<file path="src/rtl/fifo_out3_if.sv">
// Byte-in / word-out bundle for the padded-stream receive FIFO.
// The master drives bytes and pop requests; the slave returns words and status.
interface fifo_out3_if #(
    parameter int DATA_WIDTH = 8
);
    logic                      in_valid;
    logic [DATA_WIDTH-1:0]     in_data;
    logic                      in_ready;
    logic                      read_en;
    logic [4*DATA_WIDTH-1:0]   read_data;
    logic                      full;
    logic                      empty;
    logic                      pad_err;

    modport master (
        output in_valid, in_data, read_en,
        input  in_ready, read_data, full, empty, pad_err
    );

    modport slave (
        input  in_valid, in_data, read_en,
        output in_ready, read_data, full, empty, pad_err
    );
endinterface

</file>
<file path="src/rtl/fifo_out3.sv">
// Strips the lead/trail zero pads from each byte group, packs the data bytes
// big-endian into one word and queues the words for the downstream reader.
module fifo_out3 #(
    parameter int DATA_WIDTH = 8,
    parameter int DEPTH      = 4,
    parameter int LEAD_PAD   = 2,
    parameter int TRAIL_PAD  = 1
) (
    input logic        clk,
    input logic        rst,
    fifo_out3_if.slave bus
);
    localparam int GRP   = LEAD_PAD + 4 + TRAIL_PAD;
    localparam int POS_W = (GRP > 1) ? $clog2(GRP) : 1;
    localparam int PTR_W = $clog2(DEPTH);
    localparam int CNT_W = $clog2(DEPTH) + 1;

    localparam logic [POS_W-1:0] POS_FIRST_DATA = POS_W'(LEAD_PAD);
    localparam logic [POS_W-1:0] POS_LAST_DATA  = POS_W'(LEAD_PAD + 3);
    localparam logic [POS_W-1:0] POS_END        = POS_W'(GRP - 1);
    localparam logic [PTR_W-1:0] PTR_LAST       = PTR_W'(DEPTH - 1);
    localparam logic [CNT_W-1:0] CNT_FULL       = CNT_W'(DEPTH);

    logic [POS_W-1:0]        r_pos;
    logic [3*DATA_WIDTH-1:0] r_asm;
    logic [4*DATA_WIDTH-1:0] r_mem [DEPTH];
    logic [PTR_W-1:0]        r_wrPtr;
    logic [PTR_W-1:0]        r_rdPtr;
    logic [CNT_W-1:0]        r_count;
    logic [4*DATA_WIDTH-1:0] r_readData;
    logic                    r_padErr;

    logic w_full;
    logic w_empty;
    logic w_inReady;
    logic w_accept;
    logic w_isData;
    logic w_push;
    logic w_pop;

    assign w_full    = (r_count == CNT_FULL);
    assign w_empty   = (r_count == '0);
    // Only the byte that completes a word can be stalled; pads always drain.
    assign w_inReady = !((r_pos == POS_LAST_DATA) && w_full);
    assign w_accept  = bus.in_valid && w_inReady;
    assign w_isData  = (r_pos >= POS_FIRST_DATA) && (r_pos <= POS_LAST_DATA);
    assign w_push    = w_accept && (r_pos == POS_LAST_DATA);
    assign w_pop     = bus.read_en && !w_empty;

    assign bus.in_ready  = w_inReady;
    assign bus.read_data = r_readData;
    assign bus.full      = w_full;
    assign bus.empty     = w_empty;
    assign bus.pad_err   = r_padErr;

    always_ff @(posedge clk or negedge rst) begin
        if (!rst) begin
            r_pos    <= '0;
            r_asm    <= '0;
            r_padErr <= 1'b0;
        end else if (w_accept) begin
            r_pos <= (r_pos == POS_END) ? '0 : r_pos + 1'b1;
            if (!w_isData && (bus.in_data != '0)) begin
                r_padErr <= 1'b1;
            end
            if (w_isData && !w_push) begin
                r_asm <= {r_asm[2*DATA_WIDTH-1:0], bus.in_data};
            end
        end
    end

    // The last data byte bypasses the assembly register straight into storage.
    always_ff @(posedge clk) begin
        if (w_push) begin
            r_mem[r_wrPtr] <= {r_asm, bus.in_data};
        end
    end

    always_ff @(posedge clk or negedge rst) begin
        if (!rst) begin
            r_wrPtr    <= '0;
            r_rdPtr    <= '0;
            r_count    <= '0;
            r_readData <= '0;
        end else begin
            if (w_push) begin
                r_wrPtr <= (r_wrPtr == PTR_LAST) ? '0 : r_wrPtr + 1'b1;
            end
            if (w_pop) begin
                r_rdPtr    <= (r_rdPtr == PTR_LAST) ? '0 : r_rdPtr + 1'b1;
                r_readData <= r_mem[r_rdPtr];
            end
            case ({w_push, w_pop})
                2'b10:   r_count <= r_count + 1'b1;
                2'b01:   r_count <= r_count - 1'b1;
                default: r_count <= r_count;
            endcase
        end
    end
endmodule

</file>
<file path="src/flat_wrapper.sv">
// flat-port wrapper written by rule: the top's interface ports become plain ports
module fifo_out3_flat 
#(
    parameter int DATA_WIDTH = 8,
    parameter int DEPTH      = 4,
    parameter int LEAD_PAD   = 2,
    parameter int TRAIL_PAD  = 1
)
  (clk, rst, bus_in_valid, bus_in_data, bus_read_en, bus_in_ready, bus_read_data, bus_full, bus_empty, bus_pad_err);
  fifo_out3_if #(.DATA_WIDTH(DATA_WIDTH)) bus_i ();
  input logic clk;
  input logic rst;
  input wire logic [$bits(bus_i.in_valid)-1:0] bus_in_valid;
  input wire logic [$bits(bus_i.in_data)-1:0] bus_in_data;
  input wire logic [$bits(bus_i.read_en)-1:0] bus_read_en;
  output wire logic [$bits(bus_i.in_ready)-1:0] bus_in_ready;
  output wire logic [$bits(bus_i.read_data)-1:0] bus_read_data;
  output wire logic [$bits(bus_i.full)-1:0] bus_full;
  output wire logic [$bits(bus_i.empty)-1:0] bus_empty;
  output wire logic [$bits(bus_i.pad_err)-1:0] bus_pad_err;
  assign bus_i.in_valid = bus_in_valid;
  assign bus_i.in_data = bus_in_data;
  assign bus_i.read_en = bus_read_en;
  assign bus_in_ready = bus_i.in_ready;
  assign bus_read_data = bus_i.read_data;
  assign bus_full = bus_i.full;
  assign bus_empty = bus_i.empty;
  assign bus_pad_err = bus_i.pad_err;
  fifo_out3 #(.DATA_WIDTH(DATA_WIDTH), .DEPTH(DEPTH), .LEAD_PAD(LEAD_PAD), .TRAIL_PAD(TRAIL_PAD)) u_core (.clk(clk), .rst(rst), .bus(bus_i));
endmodule
</file>
<file path="config.mk">
export PLATFORM = sky130hd
export DESIGN_NAME = fifo_out3_flat
export DESIGN_NICKNAME = d
export VERILOG_FILES = /design/src/rtl/fifo_out3_if.sv /design/src/rtl/fifo_out3.sv /design/src/flat_wrapper.sv
export SDC_FILE = /design/constraint.sdc
export NUM_CORES = 1
export LEC_CHECK = 0
export CAP_MARGIN = 20
export CORE_MARGIN = 5
export CORE_UTILIZATION = 50
export DETAILED_ROUTE_END_ITERATION = 8
export MAX_ROUTING_LAYER = met4
export PLACE_DENSITY = 0.69
export SETUP_SLACK_MARGIN = 0.1
export SYNTH_ARGS = -nofsm -noshare
export SYNTH_HDL_FRONTEND = slang
export SYNTH_SLANG_ARGS = --single-unit
</file>
<file path="constraint.sdc">
create_clock -name clk -period 2.7 [get_ports clk]
set_input_delay 0.405 -clock clk [delete_from_list [all_inputs] [get_ports clk]]
set_output_delay 0.405 -clock clk [all_outputs]
set_load 0.01 [all_outputs]
</file>
==> results.tsv, run 1 <==
metric	value	unit
Yosys reg bits	195	
Die W	132	um
post-cts sizing count	0	
Max-Cap Viols	0	
Post-CTS Setup Inserts	0	
Inserted Diodes	0	
initial antenna violation count	0	
Total GRT Usage	0.155	
DR WL/cell	19.6	um
Iter 0 DRT Violations	242	
Leakage	0.00314	uW
CP Capture Type	primary output	
CTS tree	built	
Logic pwr share	0.258	
Yosys Warn Count	0	
clock group share of total power	0.252	
Rel. slew slack	0.421	
Pint	7070	uW
Synth cell types	35	
Final Util	0.602	
drt total wl	12100	um
CTS max path bufs	2	
cts hold-fix bufs	1	
min-delay worst type	register to register	
first-pass GRT wire length	19900	um
Seq/Total Area, Yosys	0.741	
Total Neg Setup Slack	0	ps
Buffers on Ports	47	
worst-path fanout max	5	
Layout area overhead	17.9	%
cells after synthesis	353	
root buffer cell	clkbuf_16	
Final setup viols	0	
Clk Latency, worst-skew pair	420	ps
Min Hold Slack	495	ps
fillers	1048	
DR vias/cell	5.45	
CP Launch Type	register	
Async S/R FF share, synth	0.344	
clock skew	5.37	ps
DR WL met2	6240	um
Clock Pin Slew Worst Setup and Hold Paths	60	ps
Area after DPL	8190	um^2
Critical Path Start	u_core.r_count[2]$_DFFE_PN0P_	
RePlAce Congestion	0.736	
die area	17400	um^2
WL met1	5330	um
final worst-path cycle share	0.851	
Routed met3 length	379	um
Critical Path AT	1890	ps
sw frac	0.267	
Fin. Hold Viols	0	
FMAX	435	MHz
H-tree Lvls	4	
Vias	3360	
Num CTS Buffers	17	
status	completed	
largest net degree at the start of global routing	68	
number of global-route vias before repair	3637	
RSZ-0062 raised after global routing	no	
# IOs	48	
number of flops mapped to enable cells by yosys	128	
num rows	44	
Sequential Area	5520	um^2
Main synth FF type	edfxtp_1	
final design area excluding fillers	8790	um^2
Peak VDD IR	0.588	mV
Post-Syn Area	7450	um^2
nets	438	
worst-margin pin slew	869	ps
antenna viol nets, final	0	
placeable core area	14600	um^2
Residual DRC	0	
Starting Density	0.511	
post-synthesis average cell area	21.1	um^2
dpl hpwl	7360	um
critical path type	register to primary output	
Top Metal Used	met4	
area of the multi-input gates	1760	um^2
height of the chip	132	um
Critical R2R Launch	u_core.r_count[2]$_DFFE_PN0P_	
Seq pwr share	0.490	
switching power	2570	uW
Slew Viols, Final	0	
Syn Nets	372	
fin crit period	2300	ps
hold path start	u_core.bus.pad_err$_DFFE_PN0P_	
total gr overflow	0	
CP required	2300	ps
CTS sink cnt	195	
layout cells sized above 1	0.324	
DRT Pass-1 Iters	4	
PD cells	1100	nW/um^2
-- registers in the layout, indices dropped and copies added (netlist names) --
| signal | cells |
|---|---|
| u_core.r_rdPtr | 2 |
| u_core.bus.read_data | 32 |
| u_core.r_mem | 128 |
| u_core.r_wrPtr | 2 |
| u_core.bus.pad_err | 1 |
| u_core.r_asm | 24 |
| u_core.r_pos | 3 |
| u_core.r_count | 3 |
-- cells by family (layout without fill, tap and decap cells) --
logic type                 count (synthesis)  in the layout  synth area share
and+or+nand+nor                           20             20            0.0193
xor gates and xnor gates                   4              4           0.00470
AOI/OAI and AO/OA                          9              9            0.0106
muxes                                     93             93             0.189
DFF                                      195            195             0.741
buffers and inverters                     25            104            0.0223
adders and majority gates                  7              7            0.0128
-- layout by cell type, fill, tap and decap left out, types with 2 or more instances in the layout --
cell type / count
dfrtp_1: 65
and2_1: 4
nor4_1: 2
nor3_1: 2
inv_1: 9
nor2_1: 2
clkbuf_16: 18
ha_1: 6
clkbuf_8: 5
a31oi_1: 2
clkdlybuf4s50_1: 46
mux2_2: 59
edfxtp_1: 128
nand2_1: 4
mux4_2: 31
xor2_1: 2
xnor2_1: 2
buf_4: 10
buf_12: 5
dfrtp_2: 2
clkbuf_1: 6
-- metal layers --
| layer | vias up | global-route usage |
|---|---|---|
| met4 | 0 | 0.0531 |
| met3 | 13 | 0.0401 |
| met2 | 58 | 0.242 |
| met5 | - | - |
| met1 | 1772 | 0.199 |
| li1 | 1517 | - |
-- power groups by stage --
| stage | combinational [uW] | sequential (uW) | clock (uW) |
|---|---|---|---|
| finish | 2490 | 4720 | 2430 |
| global route | 2710 | 4830 | 2630 |
| CTS | 2560 | 4740 | 2490 |
| detailed placement | 2540 | 4800 | 0 |
| global placement | 2490 | 4740 | 0 |
| floorplan | 1740 | 4560 | 0 |
-- cells in the mapped netlist (2+ instances only) --
cell type | number | area [um^2]
a31oi_1 | 2 | 12.5
and2_1 | 4 | 25.0
buf_2 | 4 | 20.0
buf_6 | 9 | 101
clkbuf_1 | 2 | 7.51
dfrtp_1 | 67 | 1680
edfxtp_1 | 128 | 3840
ha_1 | 6 | 75.1
inv_1 | 9 | 33.8
mux2_2 | 59 | 664
mux4_2 | 31 | 698
nand2_1 | 4 | 15.0
nor2_1 | 2 | 7.51
nor3_1 | 2 | 10.0
nor4_1 | 2 | 12.5
xnor2_1 | 2 | 17.5
xor2_1 | 2 | 17.5
-- through the flow --
| stage | setup WS, ps | power [uW] | std cells |
|---|---|---|---|
| after detailed placement | 428 | 7340 | 583 |
| after global routing | 312 | 10200 | 616 |
| final | 403 | 9640 | 616 |
| after CTS | 373 | 9790 | 616 |
| after global placement | 468 | 7230 | 583 |
| after floorplan | 456 | 6300 | 353 |
-- cell type report --
type                    count  share of cell area
clock buffers              29              0.0617
clock inverters             3             0.00498
inverters                   9             0.00385
multi-input cells         133               0.201
flip-flops and latches    195               0.629
well taps                 184              0.0262
repair buffers             63              0.0741
-- path summary, 6_finish.rpt --
path                                                        endpoint  slack, ps  depth (start not counted)
max in group asynchronous              u_core.r_rdPtr[0]$_DFFE_PN0P_       1840                          3
worst min register to register        u_core.bus.pad_err$_DFFE_PN0P_        490                          1
worst max register to register         u_core.r_count[2]$_DFFE_PN0P_        620                          9
worst max-delay path                                    bus_in_ready        400                          3
worst min-delay path                  u_core.bus.pad_err$_DFFE_PN0P_        490                          1
min in group asynchronous       u_core.bus.read_data[16]$_DFFE_PN0P_        530                          3
-- worst max-delay path, cell delays in order, from the launching register on --
cell	delay, ps
dfrtp_1	460
nor3b_4	370
nand4_1	140
clkdlybuf4s50_1	500
No activity file was read; power rests on OpenSTA's default activity.
==> run 2: changes to the inputs <==
CORE_MARGIN = not set   (was 5)
HOLD_SLACK_MARGIN = 0.03   (was not set)
==> run 2 against run 1 <==
Global-route usage grew 2.1 points. Worst hold slack better by 6.2 ps. Clock power is 12% lower. Critical path type unchanged. Critical endpoint unchanged. Largest power group unchanged. Highest routed layer unchanged.
==> results.tsv, run 2 (synthesis gave the netlist of run 1 again) <==
metric	value	unit	change
Worst R2R Setup Slack	600	ps	-20 ps
root buffer cell	clkbuf_16		
CP required	2300	ps	about the same
area of the multi-input gates	1760	um^2	unchanged
Critical Path AT	1900	ps	about the same
DRT Pass-1 Iters	4		unchanged
first-pass GRT wire length	18700	um	-6.4%
RR Endpoint	u_core.r_count[2]$_DFFE_PN0P_		
CTS sink cnt	195		unchanged
Peak VDD IR	0.572	mV	-2.9%
Die W	124	um	-6.1%
dpl hpwl	6680	um	-9.2%
most common cell after layout, fill and taps aside	edfxtp_1		
CP Launch Type	register		
Num CTS Buffers	17		unchanged
Clock Pin Slew Worst Setup and Hold Paths	60	ps	about the same
# IOs	48		unchanged
number of flip-flops under the largest register name	128		unchanged
fin crit period	2310	ps	+9.73 ps
Max-Cap Viols	0		unchanged
GR Util met2	0.278		+0.0360
Inserted Diodes	0		unchanged
height of the chip	124	um	-6.1%
hold-critical path depth	1		unchanged
critical path type	register to primary output		
Final Util	0.596		-0.00607
Leakage	0.00305	uW	-2.7%
number of global-route vias before repair	3429		-5.7%
Final setup viols	0		unchanged
RePlAce Congestion	0.687		-6.6%
worst-path fanout max	5		unchanged
Post-CTS Setup Inserts	0		unchanged
CP max-delay cell	clkdlybuf4s50_1		
most used routing layer	met2		
total gr overflow	0		unchanged
Layout area overhead	16.3	%	
RSZ-0062 raised after global routing	no		
Total GRT Usage	0.176		+0.0215
num rows	44		unchanged
layout cells sized above 1	0.300		-0.0243
clock skew	5.80	ps	+0.430 ps
antenna viol nets, final	0		unchanged
crit-path cells	nor3b_4 -> nand4_1 -> clkdlybuf4s50_1		
most frequent cells in the layout	edfxtp_1, dfrtp_1, mux2_2, clkdlybuf4s50_1, mux4_2		
PD cells	1070	nW/um^2	-2.0%
FMAX	434	MHz	-0.42%
H-tree Lvls	4		unchanged
Sequential Area	5520	um^2	unchanged
Starting Density	0.513		+0.00193
CP Capture Type	primary output		
Buffers on Ports	47		unchanged
largest net degree at the start of global routing	46		-32%
Vias	3323		-1.1%
Iter 0 DRT Violations	215		-11%
die area	15400	um^2	-12%
placeable core area	14500	um^2	-0.38%
Critical R2R Launch	u_core.r_count[0]$_DFFE_PN0P_		
Worst path max stage delay	500	ps	about the same
Rel. slew slack	0.433		+0.0123
final worst-path cycle share	0.854		+0.00360
initial antenna violation count	0		unchanged
DR WL/cell	19.6	um	-0.25%
CTS max path bufs	2		unchanged
Slew Viols, Final	0		unchanged
worst path bufs/invs	1		unchanged
worst-margin pin slew	850	ps	-18.4 ps
M3 GR Usage	0.0321		-0.00803
drt total wl	11900	um	-1.1%
DR vias/cell	5.44		-0.29%
Clk Latency, worst-skew pair	420	ps	about the same
Crit path max-delay family	simple AND/OR/NAND/NOR gates		
met1 usage	0.227		+0.0275
Residual DRC	0		unchanged
hold path start	u_core.bus.pad_err$_DFFE_PN0P_		
nets	433		-1.1%
status	completed		
fillers	1081		+3.1%
WHS Endpoint	u_core.bus.pad_err$_DFFE_PN0P_		
Top reg by flops	u_core.r_mem		
min-delay worst type	register to register		
Worst R2R Path Depth	9		unchanged
Fin. Hold Viols	0		unchanged
CTS tree	built		
Total Neg Setup Slack	0	ps	unchanged
[run 2: cell types whose count changed in the layout (fill, tap and decap cells not counted), moves of 2 or more]
cell / change
buf_4: -6
clkinv_1: +6
clkinvlp_4: +2
clkbuf_8: -5
[run 2: worst max path at each step]
stage / startpoint / to / cells after the start
after detailed placement: bus_in_valid / u_core.r_count[2]$_DFFE_PN0P_ / 10
final: u_core.r_count[0]$_DFFE_PN0P_ / bus_in_ready / 3
after CTS: u_core.r_count[0]$_DFFE_PN0P_ / bus_in_ready / 3
after floorplan: bus_in_valid / u_core.r_mem[3][0]$_DFFE_PP_ / 4
after global routing: u_core.r_count[0]$_DFFE_PN0P_ / bus_in_ready / 3
after global placement: bus_in_valid / u_core.r_count[2]$_DFFE_PN0P_ / 10
[run 2: layout make-up]
type	count	share of cell area
Timing Repair Buffer	58	0.0722
Multi-Input combinational cell	133	0.203
Inverter	9	0.00390
Sequential cell	195	0.637
Clock buffer	24	0.0521
Clock inverter	8	0.00433
Tap cell	184	0.0266
[run 2: metrics by stage]
step	std cells	instance area [um^2]	setup WS, ps	hold WS, ps	power (uW)
after floorplan	353	7450	456	109	6300
after global placement	578	8170	501	447	7190
after detailed placement	578	8170	444	457	7280
after CTS	611	8660	381	507	9420
after global routing	611	8660	319	511	9820
final	611	8660	393	501	9310
[run 2: per-layer routing]
metal	routed length, um	up-vias
li1	-	1507
met1	5490	1754
met2	5970	46
met3	269	16
met4	219	0
met5	0	-
[run 2: repair_timing]
item | CTS | global route
setup endpoints to repair | 0 | 0
hold buffers | 1 | 0
resized for setup | 0 | 0
endpoints found under the hold margin | 22 | 0
[run 2: power breakdown]
group	internal [uW]	switching [uW]	total, uW
Sequential	4030	693	4720
Combinational	1560	890	2450
Clock	1160	980	2140
